### src/rtl/mem_ctrl.sv
// mem_ctrl: arbitrates fetch (IF) and load/store (MEM) requests onto a byte-serial 8-bit RAM/IO bus.
// Optional one-entry fetch buffer is built when MEM_CTRL_IFBUF_EN is defined.
//  state | meaning
//  IDLE  | bus idle, sample requests (MEM wins over IF)
//  READ  | issue byte addresses, capture ram_din_in one cycle later
//  WRITE | one bus write per byte, little-endian order
//  DONE  | pulse the requester's done with data, then IDLE
module mem_ctrl #(
   parameter int ADDR_W        = 32,
   parameter int BUS_ADDR_BITS = 18
) (
   input  logic              clk_in,
   input  logic              rst_in,
   input  logic              rdy_in,
   input  logic              if_req_in,
   input  logic [ADDR_W-1:0] if_addr_in,
   output logic              if_done_out,
   output logic [31:0]       if_inst_out,
   input  logic              mem_req_in,
   input  logic              mem_wr_in,
   input  logic [ADDR_W-1:0] mem_addr_in,
   input  logic [1:0]        mem_len_in,
   input  logic [31:0]       mem_wdata_in,
   output logic              mem_done_out,
   output logic [31:0]       mem_rdata_out,
   input  logic [7:0]        ram_din_in,
   output logic [7:0]        ram_dout_out,
   output logic [ADDR_W-1:0] ram_a_out,
   output logic              ram_wr_out
);

   typedef enum logic [1:0] {IDLE, READ, WRITE, DONE} state_t;

   localparam logic [ADDR_W-1:0] BUS_MASK = ADDR_W'((64'd1 << BUS_ADDR_BITS) - 64'd1);

   state_t            state_q, state_d;
   logic [ADDR_W-1:0] addr_q, addr_d;
   logic [31:0]       wdata_q, wdata_d;
   logic [31:0]       data_q, data_d;
   logic [31:0]       if_inst_q, if_inst_d;
   logic [31:0]       mem_rdata_q, mem_rdata_d;
   logic [2:0]        n_q, n_d;
   logic [2:0]        cnt_q, cnt_d;
   logic              is_if_q, is_if_d;
   logic              wr_q, wr_d;
   logic              redo_q, redo_d;

   logic              buf_hit;
   logic [31:0]       buf_word;
   logic [2:0]        req_n;
   logic [2:0]        byte_idx;
   logic [1:0]        cap_idx;
   logic [ADDR_W-1:0] byte_addr;

   always_comb begin
      state_d      = state_q;
      addr_d       = addr_q;
      wdata_d      = wdata_q;
      data_d       = data_q;
      if_inst_d    = if_inst_q;
      mem_rdata_d  = mem_rdata_q;
      n_d          = n_q;
      cnt_d        = cnt_q;
      is_if_d      = is_if_q;
      wr_d         = wr_q;
      redo_d       = redo_q;
      if_done_out  = 1'b0;
      mem_done_out = 1'b0;
      ram_a_out    = '0;
      ram_dout_out = 8'd0;
      ram_wr_out   = 1'b0;

      case (mem_len_in)
         2'd1:    req_n = 3'd2;
         2'd3:    req_n = 3'd4;
         default: req_n = 3'd1;
      endcase
      // redo re-addresses the byte whose capture cycle was lost to a pause
      byte_idx  = redo_q ? (cnt_q - 3'd1) : cnt_q;
      byte_addr = addr_q + ADDR_W'(byte_idx);
      cap_idx   = cnt_q[1:0] - 2'd1;

      case (state_q)
         IDLE: begin
            if (rdy_in) begin
               if (mem_req_in) begin
                  addr_d  = mem_addr_in;
                  wdata_d = mem_wdata_in;
                  n_d     = req_n;
                  is_if_d = 1'b0;
                  wr_d    = mem_wr_in;
                  cnt_d   = 3'd0;
                  redo_d  = 1'b0;
                  data_d  = '0;
                  state_d = mem_wr_in ? WRITE : READ;
               end else if (if_req_in) begin
                  addr_d  = if_addr_in;
                  n_d     = 3'd4;
                  is_if_d = 1'b1;
                  wr_d    = 1'b0;
                  cnt_d   = 3'd0;
                  redo_d  = 1'b0;
                  data_d  = buf_hit ? buf_word : 32'd0;
                  state_d = buf_hit ? DONE : READ;
               end
            end
         end
         READ: begin
            if (redo_q || (cnt_q != n_q)) ram_a_out = byte_addr & BUS_MASK;
            if (!rdy_in) begin
               if (cnt_q != 3'd0) redo_d = 1'b1;
            end else if (redo_q) begin
               redo_d = 1'b0;
            end else begin
               if (cnt_q != 3'd0) data_d = data_q | ({24'd0, ram_din_in} << {cap_idx, 3'b000});
               if (cnt_q == n_q) state_d = DONE;
               else cnt_d = cnt_q + 3'd1;
            end
         end
         WRITE: begin
            ram_a_out    = byte_addr & BUS_MASK;
            ram_dout_out = 8'(wdata_q >> {cnt_q[1:0], 3'b000});
            if (rdy_in) begin
               ram_wr_out = 1'b1;
               if (cnt_q == (n_q - 3'd1)) state_d = DONE;
               else cnt_d = cnt_q + 3'd1;
            end
         end
         DONE: begin
            if (rdy_in) begin
               state_d = IDLE;
               if (is_if_q) begin
                  if_done_out = 1'b1;
                  if_inst_d   = data_q;
               end else begin
                  mem_done_out = 1'b1;
                  if (!wr_q) mem_rdata_d = data_q;
               end
            end
         end
         default: state_d = IDLE;
      endcase
   end

   assign if_inst_out   = if_done_out ? data_q : if_inst_q;
   assign mem_rdata_out = (mem_done_out && !wr_q) ? data_q : mem_rdata_q;

   always_ff @(posedge clk_in) begin
      if (rst_in) begin
         state_q     <= IDLE;
         addr_q      <= '0;
         wdata_q     <= '0;
         data_q      <= '0;
         if_inst_q   <= '0;
         mem_rdata_q <= '0;
         n_q         <= 3'd0;
         cnt_q       <= 3'd0;
         is_if_q     <= 1'b0;
         wr_q        <= 1'b0;
         redo_q      <= 1'b0;
      end else begin
         state_q     <= state_d;
         addr_q      <= addr_d;
         wdata_q     <= wdata_d;
         data_q      <= data_d;
         if_inst_q   <= if_inst_d;
         mem_rdata_q <= mem_rdata_d;
         n_q         <= n_d;
         cnt_q       <= cnt_d;
         is_if_q     <= is_if_d;
         wr_q        <= wr_d;
         redo_q      <= redo_d;
      end
   end

`ifdef MEM_CTRL_IFBUF_EN
   logic              buf_valid_q, buf_valid_d;
   logic [ADDR_W-1:0] buf_addr_q, buf_addr_d;
   logic [31:0]       buf_word_q, buf_word_d;

   always_comb begin
      buf_valid_d = buf_valid_q;
      buf_addr_d  = buf_addr_q;
      buf_word_d  = buf_word_q;
      if (state_q == DONE && rdy_in && is_if_q) begin
         buf_valid_d = 1'b1;
         buf_addr_d  = addr_q;
         buf_word_d  = data_q;
      end
      // any written byte inside the buffered word makes it stale
      if (state_q == WRITE && rdy_in && (byte_addr[ADDR_W-1:2] == buf_addr_q[ADDR_W-1:2]))
         buf_valid_d = 1'b0;
   end

   always_ff @(posedge clk_in) begin
      if (rst_in) begin
         buf_valid_q <= 1'b0;
         buf_addr_q  <= '0;
         buf_word_q  <= '0;
      end else begin
         buf_valid_q <= buf_valid_d;
         buf_addr_q  <= buf_addr_d;
         buf_word_q  <= buf_word_d;
      end
   end

   assign buf_hit  = buf_valid_q && (if_addr_in == buf_addr_q) && !mem_req_in;
   assign buf_word = buf_word_q;
`else
   assign buf_hit  = 1'b0;
   assign buf_word = 32'd0;
`endif

endmodule
### config.mk
export PLATFORM = sky130hd
export DESIGN_NAME = mem_ctrl
export DESIGN_NICKNAME = d
export VERILOG_FILES = /design/src/rtl/mem_ctrl.sv
export SDC_FILE = /design/constraint.sdc
export NUM_CORES = 1
export LEC_CHECK = 0
export CELL_PAD_IN_SITES_DETAIL_PLACEMENT = 0
export CELL_PAD_IN_SITES_GLOBAL_PLACEMENT = 2
export CORE_ASPECT_RATIO = 0.9
export CORE_UTILIZATION = 27
export DETAILED_ROUTE_END_ITERATION = 16
export PLACE_DENSITY_LB_ADDON = 0.12
export SETUP_SLACK_MARGIN = 0.1
export SLEW_MARGIN = 15
export SYNTH_ARGS = -nofsm -noshare
export SYNTH_HDL_FRONTEND = slang
export SYNTH_SLANG_ARGS = --single-unit
### constraint.sdc
create_clock -name clk_in -period 4.8 [get_ports clk_in]
set_clock_uncertainty 0.2 [all_clocks]
set_input_delay 0.96 -clock clk_in [delete_from_list [all_inputs] [get_ports clk_in]]
set_output_delay 0.96 -clock clk_in [all_outputs]
set_load 0.05 [all_outputs]
==> impl_metrics.py, run 1 <==
metrics = {
    "cts": {
        "clockBufferDepth": 2,
        "cts_buffers": 17,
        "root_buffer": "clkbuf_16",
        "cts_tree": "yes",
        "cts.reportedPaths.clkPinSlew_ns": 0.07,
        "cts-hold-fix-buffers": 0,
        "htree_levels": 4,
        "ctsResizeCount": 0,
        "clock_latency_ns": 0.41,
        "clock_sinks": 157,
        "cts_post_setup_buffers_inserted": 0,
    },
    "synthesis": {
        "synth_cell_types": 45,
        "synth-seq-cells": 157,
        "synthesis.area_um2": 6970,
        "synthArstFlopShare_pct": 0,
        "synth_area_per_cell_um2": 9.30,
        "syn_inst": 749,
        "synth.top_cell.area_share_pct": 45.1,
        "ys.flop_type": "dfxtp_1",
        "synth_area_leaders": "dfxtp_1 45%, mux2_2 11%, nor2b_1 6.0%, nand2_1 5.6%, a21oi_1 4.1%",
        "synth_seq_area_share_pct": 45.1,
        "synth_edf_count": 0,
        "yosysWarningCount": 0,
        "synth_top_area_cell": "dfxtp_1",
    },
    "timing": {
        "fin_crit_sh_pct": 91.4,
        "whs_ns": 0.252,
        "rsz0062_at_grt": "false",
        "tightestPinTransition_ns": 0.920,
        "setup_ws_ns": 0.415,
        "max_freq_ghz": 0.228,
        "relSlewSlack_pct": 38.7,
        "setup_viol": 0,
        "setup_tns_ns": 0,
        "fin_crit_ns": 4.39,
        "hold_violations": 0,
        "slew_viol_final": 0,
    },
    "drt": {
        "dr_wl_met2_um": 8620,
        "maxUsedRoutingLayer": "met4",
        "avgRoutedWirePerCell_um": 15.2,
        "drt-initial-drc-count": 227,
        "drc": 0,
        "drt_pass1_iterations": 4,
        "num_vias": 5608,
        "viasPerCell": 4.43,
        "route.met3.wl_um": 959,
        "detail-route-antenna-nets": 0,
        "wl_met1_um": 9430,
        "routed_wl_um": 19200,
    },
    "placement": {
        "dp_cells": 1235,
        "place_ws_ns": 0.785,
        "dp_hpwl_um": 13700,
        "gp_congestion": 0.787,
        "io_buffers": 176,
        "post_dp_cell_area_um2": 9420,
    },
    "worst_setup_path": {
        "crit_slowest_cell": "a211oi_1",
        "critPathKind": "flip-flop to primary output",
        "worstPathRequired_ns": 3.64,
        "cpLargestDelayFamily": "compound AO/OA/AOI/OAI gates",
        "cp_num_buf_inv": 2,
        "crit_path_start_kind": "flip-flop",
        "critPathCaptureType": "primary output",
        "crit_path_cell_trace": "inv_1 -> ha_1 -> a21oi_1 -> ha_1 -> a21oi_1 -> a211oi_1 -> nand3_1 -> xor2_1 -> nor2_1 -> buf_12",
        "cpPeakStageDelay_ns": 0.62,
        "cp.arrival_ns": 3.23,
        "r2r_slack_ns": 2.40,
        "crit_fanout": 6,
    },
    "finish": {
        "final_cell_mix": "157 x dfxtp_1, 103 x nand2_1, 93 x clkdlybuf4s50_1, 67 x nor2b_1",
        "nets": 1039,
        "drive_above_1_share_pct": 22.2,
        "area_growth_pct": 43.5,
        "fin_cells": 1266,
        "final_core_util_pct": 39.6,
        "layout_commonest_cell": "dfxtp_1",
        "n_antenna_cell": 0,
        "finish.instance_area_um2": 9990,
    },
    "floorplanning": {
        "io_pins": 219,
        "die_w_um": 171,
        "start_util_pct": 27.6,
        "core.rowCount": 55,
        "design.core.area_um2": 25300,
        "die_h_um": 154,
        "dieArea_um2": 26400,
    },
    "power": {
        "power_density_nw_per_um2": 383,
        "finalPower_mw": 3.83,
        "leakagePower_nw": 3.95,
        "peakVddDrop_v": 0.000180,
    },
    "global_routing": {
        "track_usage_pct": 14.9,
        "grt_first_pass_wirelength_um": 30300,
        "antenna_found_initial": 0,
        "grt_pass1_vias": 5716,
        "overflow": 0,
        "grt_start_max_net_pins": 82,
    },
    "run": {
        "maxCapViolCount": 0,
    },
    "status": {
        "status": "complete, no violations",
    },
    "hold_path": {
        "hp-class": "flip-flop to flip-flop",
    },
}
-- worst reg2reg max path: stages (launching register included) --
cell and delay, ns:
dfxtp_1 0.41, inv_1 0.11, ha_1 0.40, nor4b_1 0.24, a2111o_1 0.47, or3_1 0.37
a21oi_1 0.12
-- state kept, by name, summed over array words and instances (netlist names) --
| register | cells |
|---|---|
| n_q | 3 |
| wr_q | 1 |
| cnt_q | 3 |
| mem_rdata_q | 32 |
| data_q | 32 |
| is_if_q | 1 |
| redo_q | 1 |
| wdata_q | 32 |
| if_inst_q | 32 |
| addr_q | 18 |
| state_q | 2 |
-- final timing paths --
kind	from	endpoint	cells after the start
max reg2reg	state_q[0]	cnt_q[2]	6
max	cnt_q[0]	ram_a_out[17]	10
min reg2reg	wdata_q[27]	wdata_q[27]	2
min	wdata_q[27]	wdata_q[27]	2
-- kinds of logic (layout without fill, tap and decap cells) --
| logic type | count (synthesis) | after routing | synth area share [%] |
|---|---|---|---|
| compound gates | 114 | 114 | 9.65 |
| xor+xnor | 24 | 24 | 3.23 |
| fa+ha+maj | 15 | 15 | 2.80 |
| buf+inv | 72 | 234 | 4.71 |
| flops | 157 | 157 | 45.1 |
| mux | 92 | 92 | 15.8 |
| other cells | 1 | 14 | 0.0538 |
| simple gates | 274 | 274 | 18.6 |
-- cell usage after synthesis, types with 10 or more instances --
library cell / instances
nand2_1: 103
nor2_1: 65
ha_1: 14
a21oi_1: 57
buf_4: 14
and2_1: 10
mux2i_1: 19
inv_1: 13
a211oi_1: 21
mux2_2: 65
xor2_1: 14
nor2b_1: 67
clkbuf_1: 39
o21ai_0: 20
dfxtp_1: 157
-- power by group --
group / internal (mW) / switching [mW] / total [mW]
Clock: 0.737 / 0.574 / 1.31
Sequential: 1.42 / 0.104 / 1.52
Combinational: 0.401 / 0.592 / 0.992
Total: 2.56 / 1.27 / 3.83
-- cell type report --
| cell class | instances | area [um2] |
|---|---|---|
| timing repair buffer | 190 | 2250 |
| inverter | 13 | 48.8 |
| clock inverter | 13 | 131 |
| tap | 342 | 428 |
| sequential | 157 | 3140 |
| multi-input combinational | 533 | 3560 |
| fill | 2548 | 15300 |
| clock buffer | 18 | 439 |
-- layer usage --
layer,global-route usage (%),vias to the layer above
li1,-,2835
met1,20.0,2627
met2,23.6,133
met3,3.66,13
met4,4.00,0
met5,0,-
(Power assumes the default switching activity.)
==> run 2: changes to the inputs <==
--- a/config.mk
+++ b/config.mk
@@ -8,11 +8,11 @@
 export CELL_PAD_IN_SITES_DETAIL_PLACEMENT = 0
 export CELL_PAD_IN_SITES_GLOBAL_PLACEMENT = 2
 export CORE_ASPECT_RATIO = 0.9
-export CORE_UTILIZATION = 27
+export CORE_UTILIZATION = 30
 export DETAILED_ROUTE_END_ITERATION = 16
 export PLACE_DENSITY_LB_ADDON = 0.12
 export SETUP_SLACK_MARGIN = 0.1
-export SLEW_MARGIN = 15
+export SLEW_MARGIN = 20
 export SYNTH_ARGS = -nofsm -noshare
 export SYNTH_HDL_FRONTEND = slang
 export SYNTH_SLANG_ARGS = --single-unit
==> constraint.sdc (replaced) <==
create_clock -name clk_in -period 5.6 [get_ports clk_in]
set_clock_uncertainty 0.2 [all_clocks]
set_input_delay 1.12 -clock clk_in [delete_from_list [all_inputs] [get_ports clk_in]]
set_output_delay 1.12 -clock clk_in [all_outputs]
set_load 0.05 [all_outputs]
==> impl_metrics.py, run 2 (same netlist as run 1, synthesis figures left out) <==
metrics = {
    "cts": {
        "clockBufferDepth": 2,
        "cts.reportedPaths.clkPinSlew_ns": 0.06,
        "htree_levels": 4,
        "cts_buffers": 17,
        "cts_post_setup_buffers_inserted": 0,
        "ctsResizeCount": 0,
        "clock_sinks": 157,
        "cts_tree": "yes",
        "root_buffer": "clkbuf_16",
        "cts-hold-fix-buffers": 0,
        "clock_latency_ns": 0.42,
    },
    "floorplanning": {
        "start_util_pct": 30.8,
        "io_pins": 219,
        "design.core.area_um2": 22600,
        "die_w_um": 163,
        "die_h_um": 147,
        "dieArea_um2": 23800,
        "core.rowCount": 52,
    },
    "timing": {
        "slew_viol_final": 0,
        "fin_crit_ns": 5.10,
        "fin_crit_sh_pct": 91.0,
        "setup_tns_ns": 0,
        "tightestPinTransition_ns": 0.976,
        "setup_ws_ns": 0.504,
        "hold_violations": 0,
        "setup_viol": 0,
        "relSlewSlack_pct": 34.9,
        "rsz0062_at_grt": "false",
        "max_freq_ghz": 0.196,
    },
    "finish": {
        "fill_cells": 2245,
        "nets": 1037,
        "ff_latch_area_um2": 3140,
        "final_cell_mix": "159 x clkdlybuf4s50_1, 157 x dfxtp_1, 103 x nand2_1, 67 x nor2b_1",
        "final_core_util_pct": 42.0,
        "multi_input_area_um2": 3560,
        "layout_commonest_cell": "clkdlybuf4s50_1",
        "drive_above_1_share_pct": 15.0,
        "area_growth_pct": 36.5,
        "n_antenna_cell": 0,
    },
    "worst_setup_path": {
        "crit_slowest_cell": "clkdlybuf4s50_1",
        "worstPathRequired_ns": 4.28,
        "crit_fanout": 13,
        "cp.arrival_ns": 3.78,
        "crit_path_start_kind": "flip-flop",
        "cp_common_cell": "a21oi_1",
        "critPathCaptureType": "primary output",
        "critPathKind": "flip-flop to primary output",
        "cpPeakStageDelay_ns": 0.81,
        "crit_path_cell_trace": "buf_4 -> inv_1 -> ha_1 -> a21oi_1 -> fa_1 -> a21oi_1 -> nor3_1 -> nand2_1 -> xor2_1 -> nor2_1 -> clkdlybuf4s50_1",
    },
    "status": {
        "status": "complete, no violations",
    },
    "placement": {
        "place_ws_ns": 0.647,
        "dp_hpwl_um": 13100,
        "gp_congestion": 0.745,
        "io_buffers": 176,
    },
    "global_routing": {
        "track_usage_pct": 16.0,
        "grt_first_pass_wirelength_um": 29700,
        "antenna_found_initial": 0,
        "grt_pass1_vias": 5732,
        "overflow": 0,
        "grt_start_max_net_pins": 81,
    },
    "drt": {
        "drc": 0,
        "num_vias": 5632,
        "drt-initial-drc-count": 179,
        "routed_wl_um": 18900,
        "avgRoutedWirePerCell_um": 15.5,
        "detail-route-antenna-nets": 0,
        "viasPerCell": 4.62,
        "drt_pass1_iterations": 4,
    },
    "run": {
        "maxCapViolCount": 0,
    },
    "power": {
        "p_comb_share_pct": 25.4,
        "power_frac_clock_pct": 34.4,
        "power.internal_mw": 2.14,
        "p_sw_share_pct": 33.9,
        "leakagePower_nw": 3.67,
        "sequentialPowerShare_pct": 40.3,
        "peakVddDrop_v": 0.000203,
        "power_switching_mw": 1.10,
        "power_density_nw_per_um2": 341,
    },
    "hold_path": {
        "hp-class": "flip-flop to flip-flop",
    },
}
## run 2: power groups by stage
stage	sequential (mW)	clock, mW	combinational, mW
after global routing	1.32	1.19	0.920
after floorplan	1.30	0	0.597
after detailed placement	1.33	0	0.831
after CTS	1.31	1.15	0.836
final	1.31	1.11	0.822
after global placement	1.33	0	0.815
## run 2: through the flow
stage / std cells / total power [mW] / area, um2 / hold WS (ns)
2_1_floorplan: 762 / 1.90 / 7010 / 0.233
4_1_cts: 1220 / 3.29 / 9510 / 0.256
5_1_grt: 1220 / 3.44 / 9510 / 0.280
6_report: 1220 / 3.24 / 9510 / 0.254
3_3_place_gp: 1188 / 2.14 / 8940 / 0.241
3_5_place_dp: 1188 / 2.16 / 8940 / 0.247
## run 2: worst max-delay path, delay by kind of cell (launching register included)
family / cells / cell delay [ns]
adder cells (fa/ha/maj): 2 / 0.65
XOR/XNOR: 1 / 0.16
AND/OR/NAND/NOR: 3 / 0.64
buffers and inverters: 3 / 1.16
AO/OA/AOI/OAI: 2 / 0.43
flip-flops: 1 / 0.31
## run 2: worst paths after layout
| kind | startpoint | end | slack, ns | depth (start not counted) |
|---|---|---|---|---|
| worst max-delay path | cnt_q[1] | ram_a_out[10] | 0.50 | 11 |
| worst min-delay path | wdata_q[14] | wdata_q[14] | 0.25 | 2 |
| worst max register to register | state_q[0] | data_q[13] | 3.07 | 6 |
| worst min register to register | wdata_q[14] | wdata_q[14] | 0.25 | 2 |
## run 2: cell type report
class / instances / share of cell area, %
Tap cell: 297 / 3.91
Multi-Input combinational cell: 533 / 37.4
Sequential cell: 157 / 33.1
Clock inverter: 13 / 1.29
Inverter: 13 / 0.513
Clock buffer: 19 / 4.66
Timing Repair Buffer: 188 / 19.2
## run 2: routing by layer
layer	part of all wire [%]	wire, um	GRT usage, %	vias up
li1	-	-	-	2839
met1	48	9090	20.9	2644
met2	46	8680	26.6	141
met3	5.1	968	3.64	8
met4	0.93	176	4.02	0
met5	0	0	0	-
